File: config.mk
export PLATFORM = sky130hd
export DESIGN_NAME = fwd_bypass_net
export DESIGN_NICKNAME = d
export VERILOG_FILES = /design/src/rtl/fwd_bypass_net.sv
export SDC_FILE = /design/constraint.sdc
export NUM_CORES = 1
export LEC_CHECK = 0
export ABC_AREA = 1
export BUFFER_PORTS_ARGS = -buffer_cell sky130_fd_sc_hd__buf_2
export CAP_MARGIN = 25
export CELL_PAD_IN_SITES_DETAIL_PLACEMENT = 1
export CELL_PAD_IN_SITES_GLOBAL_PLACEMENT = 1
export CORE_MARGIN = 1.5
export CORE_UTILIZATION = 30
export CTS_CLUSTER_SIZE = 14
export DETAILED_ROUTE_END_ITERATION = 16
export PLACE_DENSITY_LB_ADDON = 0.25
export SLEW_MARGIN = 30
export SYNTH_ARGS = -nofsm -noshare
export SYNTH_HDL_FRONTEND = slang
export SYNTH_SLANG_ARGS = --single-unit
File: constraint.sdc
create_clock -name clk_i -period 1.85 [get_ports clk_i]
set_input_delay 0.2775 -clock clk_i [delete_from_list [all_inputs] [get_ports clk_i]]
set_output_delay 0.2775 -clock clk_i [all_outputs]
set_load 0.01 [all_outputs]
File: src/rtl/fwd_bypass_net.sv
// Operand-forwarding network: tracks DEPTH in-flight register writes and resolves
// NSRC source operands against them, youngest producer first, flagging load-use hazards.
module fwd_bypass_net #(
    parameter int XLEN       = 32,
    parameter int AREG       = 5,
    parameter int DEPTH      = 3,
    parameter int NSRC       = 2,
    parameter int FILL_STAGE = 1,
    localparam int SELW      = $clog2(DEPTH + 1)
) (
    input  logic                   clk_i,
    input  logic                   rst_i,
    input  logic                   stall_i,
    input  logic                   wr_valid_i,
    input  logic [AREG-1:0]        wr_addr_i,
    input  logic [XLEN-1:0]        wr_data_i,
    input  logic                   wr_ready_i,
    input  logic                   fill_valid_i,
    input  logic [XLEN-1:0]        fill_data_i,
    input  logic [NSRC*AREG-1:0]   src_addr_i,
    input  logic [NSRC*XLEN-1:0]   rf_data_i,
    output logic [NSRC*XLEN-1:0]   opnd_o,
    output logic [NSRC*SELW-1:0]   fwd_sel_o,
    output logic                   hazard_o,
    output logic [15:0]            hazard_cnt_o
);

    logic [DEPTH-1:0] r_valid;
    logic [DEPTH-1:0] r_ready;
    logic [AREG-1:0]  r_addr [DEPTH];
    logic [XLEN-1:0]  r_data [DEPTH];
    logic [15:0]      r_hazardCnt;

    logic             w_fillHit;
    logic [NSRC*XLEN-1:0] w_opnd;
    logic [NSRC*SELW-1:0] w_sel;
    logic [NSRC-1:0]      w_hazVec;

    // A fill only lands on a load that is still waiting for its data.
    assign w_fillHit = fill_valid_i && r_valid[FILL_STAGE] && !r_ready[FILL_STAGE];

    always_ff @(posedge clk_i or negedge rst_i) begin
        if (!rst_i) begin
            for (int j = 0; j < DEPTH; j++) begin
                r_valid[j] <= 1'b0;
                r_ready[j] <= 1'b0;
                r_addr[j]  <= '0;
                r_data[j]  <= '0;
            end
            r_hazardCnt <= '0;
        end else begin
            if (!stall_i) begin
                r_valid[0] <= wr_valid_i && (wr_addr_i != '0);
                r_ready[0] <= wr_ready_i;
                r_addr[0]  <= wr_addr_i;
                r_data[0]  <= wr_ready_i ? wr_data_i : '0;
                // A fill coinciding with a shift follows its entry one slot older.
                for (int j = 1; j < DEPTH; j++) begin
                    r_valid[j] <= r_valid[j-1];
                    r_addr[j]  <= r_addr[j-1];
                    if (w_fillHit && (j == FILL_STAGE + 1)) begin
                        r_ready[j] <= 1'b1;
                        r_data[j]  <= fill_data_i;
                    end else begin
                        r_ready[j] <= r_ready[j-1];
                        r_data[j]  <= r_data[j-1];
                    end
                end
            end else if (w_fillHit) begin
                r_ready[FILL_STAGE] <= 1'b1;
                r_data[FILL_STAGE]  <= fill_data_i;
            end
            if (hazard_o && (r_hazardCnt != 16'hFFFF)) begin
                r_hazardCnt <= r_hazardCnt + 16'd1;
            end
        end
    end

    // Scan oldest to youngest so the youngest matching producer overrides.
    always_comb begin
        w_opnd   = '0;
        w_sel    = '0;
        w_hazVec = '0;
        for (int k = 0; k < NSRC; k++) begin
            if (src_addr_i[k*AREG +: AREG] != '0) begin
                w_opnd[k*XLEN +: XLEN] = rf_data_i[k*XLEN +: XLEN];
                for (int j = DEPTH - 1; j >= 0; j--) begin
                    if (r_valid[j] && (r_addr[j] == src_addr_i[k*AREG +: AREG])) begin
                        w_sel[k*SELW +: SELW]  = SELW'(j + 1);
                        w_opnd[k*XLEN +: XLEN] = r_ready[j] ? r_data[j] : rf_data_i[k*XLEN +: XLEN];
                        w_hazVec[k]            = !r_ready[j];
                    end
                end
            end
        end
    end

    assign opnd_o       = w_opnd;
    assign fwd_sel_o    = w_sel;
    assign hazard_o     = |w_hazVec;
    assign hazard_cnt_o = r_hazardCnt;

endmodule

==> results.py <==
metrics = {
    "routing": {
        "vias": 12130,
        "drtIter0Drc": 631,
        "routed_via_density": 5.113,
        "drtPass1Iterations": 5,
        "antenna_left": 0,
        "drc": 0,
        "wl_um": 45450,
        "wl_per_cell_um": 19.15,
    },
    "placement": {
        "placed_cell_area_mm2": 0.01245,
        "dp_hpwl_um": 31540,
        "io_buffers": 233,
        "dp_slack_ns": -0.3123,
        "place_congestion": 0.8941,
    },
    "synthesis": {
        "synth_top_cell_by_area": "dfrtp_1",
        "synth-compound-area-share_pct": 22.68,
        "synth_edf_count": 0,
        "synthMuxAreaShare_pct": 0.1000,
        "synth_adder_area_share_pct": 0.1250,
        "synth_top_area_share_pct": 33.25,
        "synth_nets": 1792,
        "synth_top_family_by_area": "simple AND/OR/NAND/NOR gates",
        "ys.flop_type": "dfrtp_1",
        "synth.distinct_cells": 32,
        "yosysSeqAreaShare_pct": 33.25,
        "synth.avg_cell_area_um2": 6.096,
        "synth-seq-cells": 133,
        "synthesis.area_mm2": 0.01001,
        "synth-simple-area-share_pct": 32.28,
        "async_flop_share_pct": 100.0,
        "synthXorXnorAreaFrac_pct": 1.400,
        "yosys-top-cells-area": "dfrtp_1, nand2_1, o21ai_0, a21oi_1, inv_1",
        "yosys_warnings": 0,
        "synth_cells": 1642,
    },
    "clock_tree": {
        "h-tree-depth": 4,
        "cts_tree": "built",
        "clk_pin_slew_worst_paths_ns": 0.07,
        "cts_buffers": 17,
        "cts_root_buf": "clkbuf_16",
        "clk-insertion-delay-late_ns": 0.45,
        "cts_buffer_depth": 2,
        "clock_sinks": 133,
    },
    "die": {
        "core_area_mm2": 0.03270,
        "start_util_pct": 30.61,
        "die_h_um": 185.7,
        "rows": 66,
        "die_area_mm2": 0.03447,
        "die_x_um": 185.7,
        "io_pins": 234,
    },
    "global_routing": {
        "grt_pass1_vias": 12520,
        "grt_antenna_before_repair": 8,
        "grt_pass1_wl_um": 68480,
        "grt_max_degree": 90,
        "grt_overflow_total": 0,
        "grt.total_usage_pct": 26.02,
    },
    "finish": {
        "layout.nets": 2064,
        "multiInputGateArea_mm2": 0.006384,
        "drive_gt1_share_pct": 32.80,
        "finish.utilization_pct": 44.27,
        "syn2layout_area_growth_pct": 44.63,
        "regArea_mm2": 0.003342,
        "layout_common_cells": "nand2_1, o21ai_0, buf_2",
        "nFillCells": 4253,
        "final_area_mm2": 0.01448,
        "mostFrequentLayoutCell": "nand2_1",
    },
    "job": {
        "cap_violations": 0,
    },
    "sta": {
        "fin_skew_ns": 0.01116,
        "setup_viol": 85,
        "slew-limit-headroom_pct": 67.50,
        "rsz0062_at_grt": "true",
        "drv_slew": 0,
        "worst_pin_slew_ns": 0.4831,
        "min_period_over_period_pct": 142.3,
        "setup_tns_ns": -51.08,
        "final-hold-violation-count": 0,
        "fin_crit_ns": 2.633,
        "fmax_ghz": 0.3797,
        "final.setup.worst_slack_ns": -0.7833,
    },
    "critical_path": {
        "critPathCaptureType": "primary output",
        "arrival_ns": 2.36,
        "cp_max_fo": 10,
        "path_class": "reg -> out",
        "required_ns": 1.57,
        "slowest_stage": "dfrtp_1",
        "cp_cell_sequence": "inv_2 > nand2_1 > nand2_2 > nor2_4 > nand2_2 > nor2_4 > buf_12 > clkbuf_16 > a21oi_1 > nor2_1 > nor2_1 > a21oi_1 > buf_4",
        "start_kind": "flip-flop",
        "slowest_delay_ns": 0.43,
    },
    "pwr": {
        "max-vdd-ir-drop_mv": 0.7567,
        "p_leak_nw": 7.305,
        "power_density_mw_per_mm2": 730.7,
        "p_total_w": 0.01058,
    },
    "worst_hold_path": {
        "hold_class": "in -> reg",
    },
    "outcome": {
        "outcome": "complete, but fails checks",
        "violations": "negative setup slack",
    },
}
-- per-layer routing --
metal / GRT usage, % / up-vias / wire, um
li1: - / 5816 / -
met1: 33.97 / 5913 / 20650
met2: 43.66 / 305 / 21390
met3: 3.894 / 91 / 2011
met4: 9.097 / 8 / 1353
met5: 0 / - / 44
-- logic make-up after synthesis --
family          count (synthesis)
xor+xnor                       16
buf+inv                       260
flops                         133
fa+ha+maj                       1
compound gates                451
mux                             1
simple gates                  780
-- stage by stage --
step | instances | hold WS (ns)
after CTS | 2352 | 0.05389
final | 2373 | 0.06354
after global routing | 2373 | 0.07673
after global placement | 2306 | 0.2433
after detailed placement | 2306 | 0.2423
after floorplan | 1642 | -0.01809
-- final timing paths --
| path | start | end | slack (ns) | cells after the start |
|---|---|---|---|---|
| worst max-delay path | r_addr[4] | opnd_o[10] | -0.78 | 13 |
| worst min register to register | r_data[20] | r_data[20] | 0.48 | 2 |
| max in group asynchronous | rst_i | r_data[14] | 0.92 | 3 |
| worst min-delay path | wr_data_i[10] | r_data[74] | 0.06 | 3 |
| worst max register to register | r_addr[4] | hazard_cnt_o[11] | -0.32 | 17 |
| min in group asynchronous | rst_i | r_addr[9] | 0.31 | 2 |
-- state kept, by name, indices dropped and copies added (netlist names) --
| register | flops |
|---|---|
| hazard_cnt_o | 16 |
| r_valid | 3 |
| r_data | 96 |
| r_ready | 3 |
| r_addr | 15 |
-- synth_stat cells (4+ instances only) --
cell type,number
nand2_1,549
o21ai_0,321
inv_1,138
dfrtp_1,133
nor2_1,109
a21oi_1,104
clkbuf_1,85
nand3_1,53
or2_2,31
o21ai_1,21
buf_2,15
xor2_1,11
nand3_2,10
buf_1,9
inv_2,9
nor3_1,7
xnor2_1,5
nand4_1,4
nor2_4,4
-- worst max-delay path: cells and delay by family (launching register included) --
kind                   cells  cell delay [ns]
AO/OA/AOI/OAI              2             0.23
buffers and inverters      4             0.55
flip-flops                 1             0.43
AND/OR/NAND/NOR            7             0.70
-- what timing repair did --
action,4_1_cts,5_1_grt
resized for setup,118,182
hold endpoints to repair,35,0
buffers inserted,11,9
gates cloned,3,8
pin swaps,36,90
hold buffers,1,0
endpoints found under the setup margin,85,101
-- cell type report --
cell class / count / area share, %
antenna: 4 / 0.06914
clock inverter: 15 / 1.564
timing repair buffer: 363 / 20.45
tap: 442 / 3.820
inverter: 149 / 3.976
sequential: 133 / 23.09
clock buffer: 17 / 2.939
multi-input combinational: 1250 / 44.10
-- report_power, final --
group | switching, W | total [W] | leakage (nW) | internal (W)
Clock | 0.00149 | 0.00389 | 0.310 | 0.00240
Sequential | 0.000230 | 0.00349 | 1.71 | 0.00326
Combinational | 0.00195 | 0.00320 | 5.28 | 0.00125
Power figures use the tool's default switching activity.
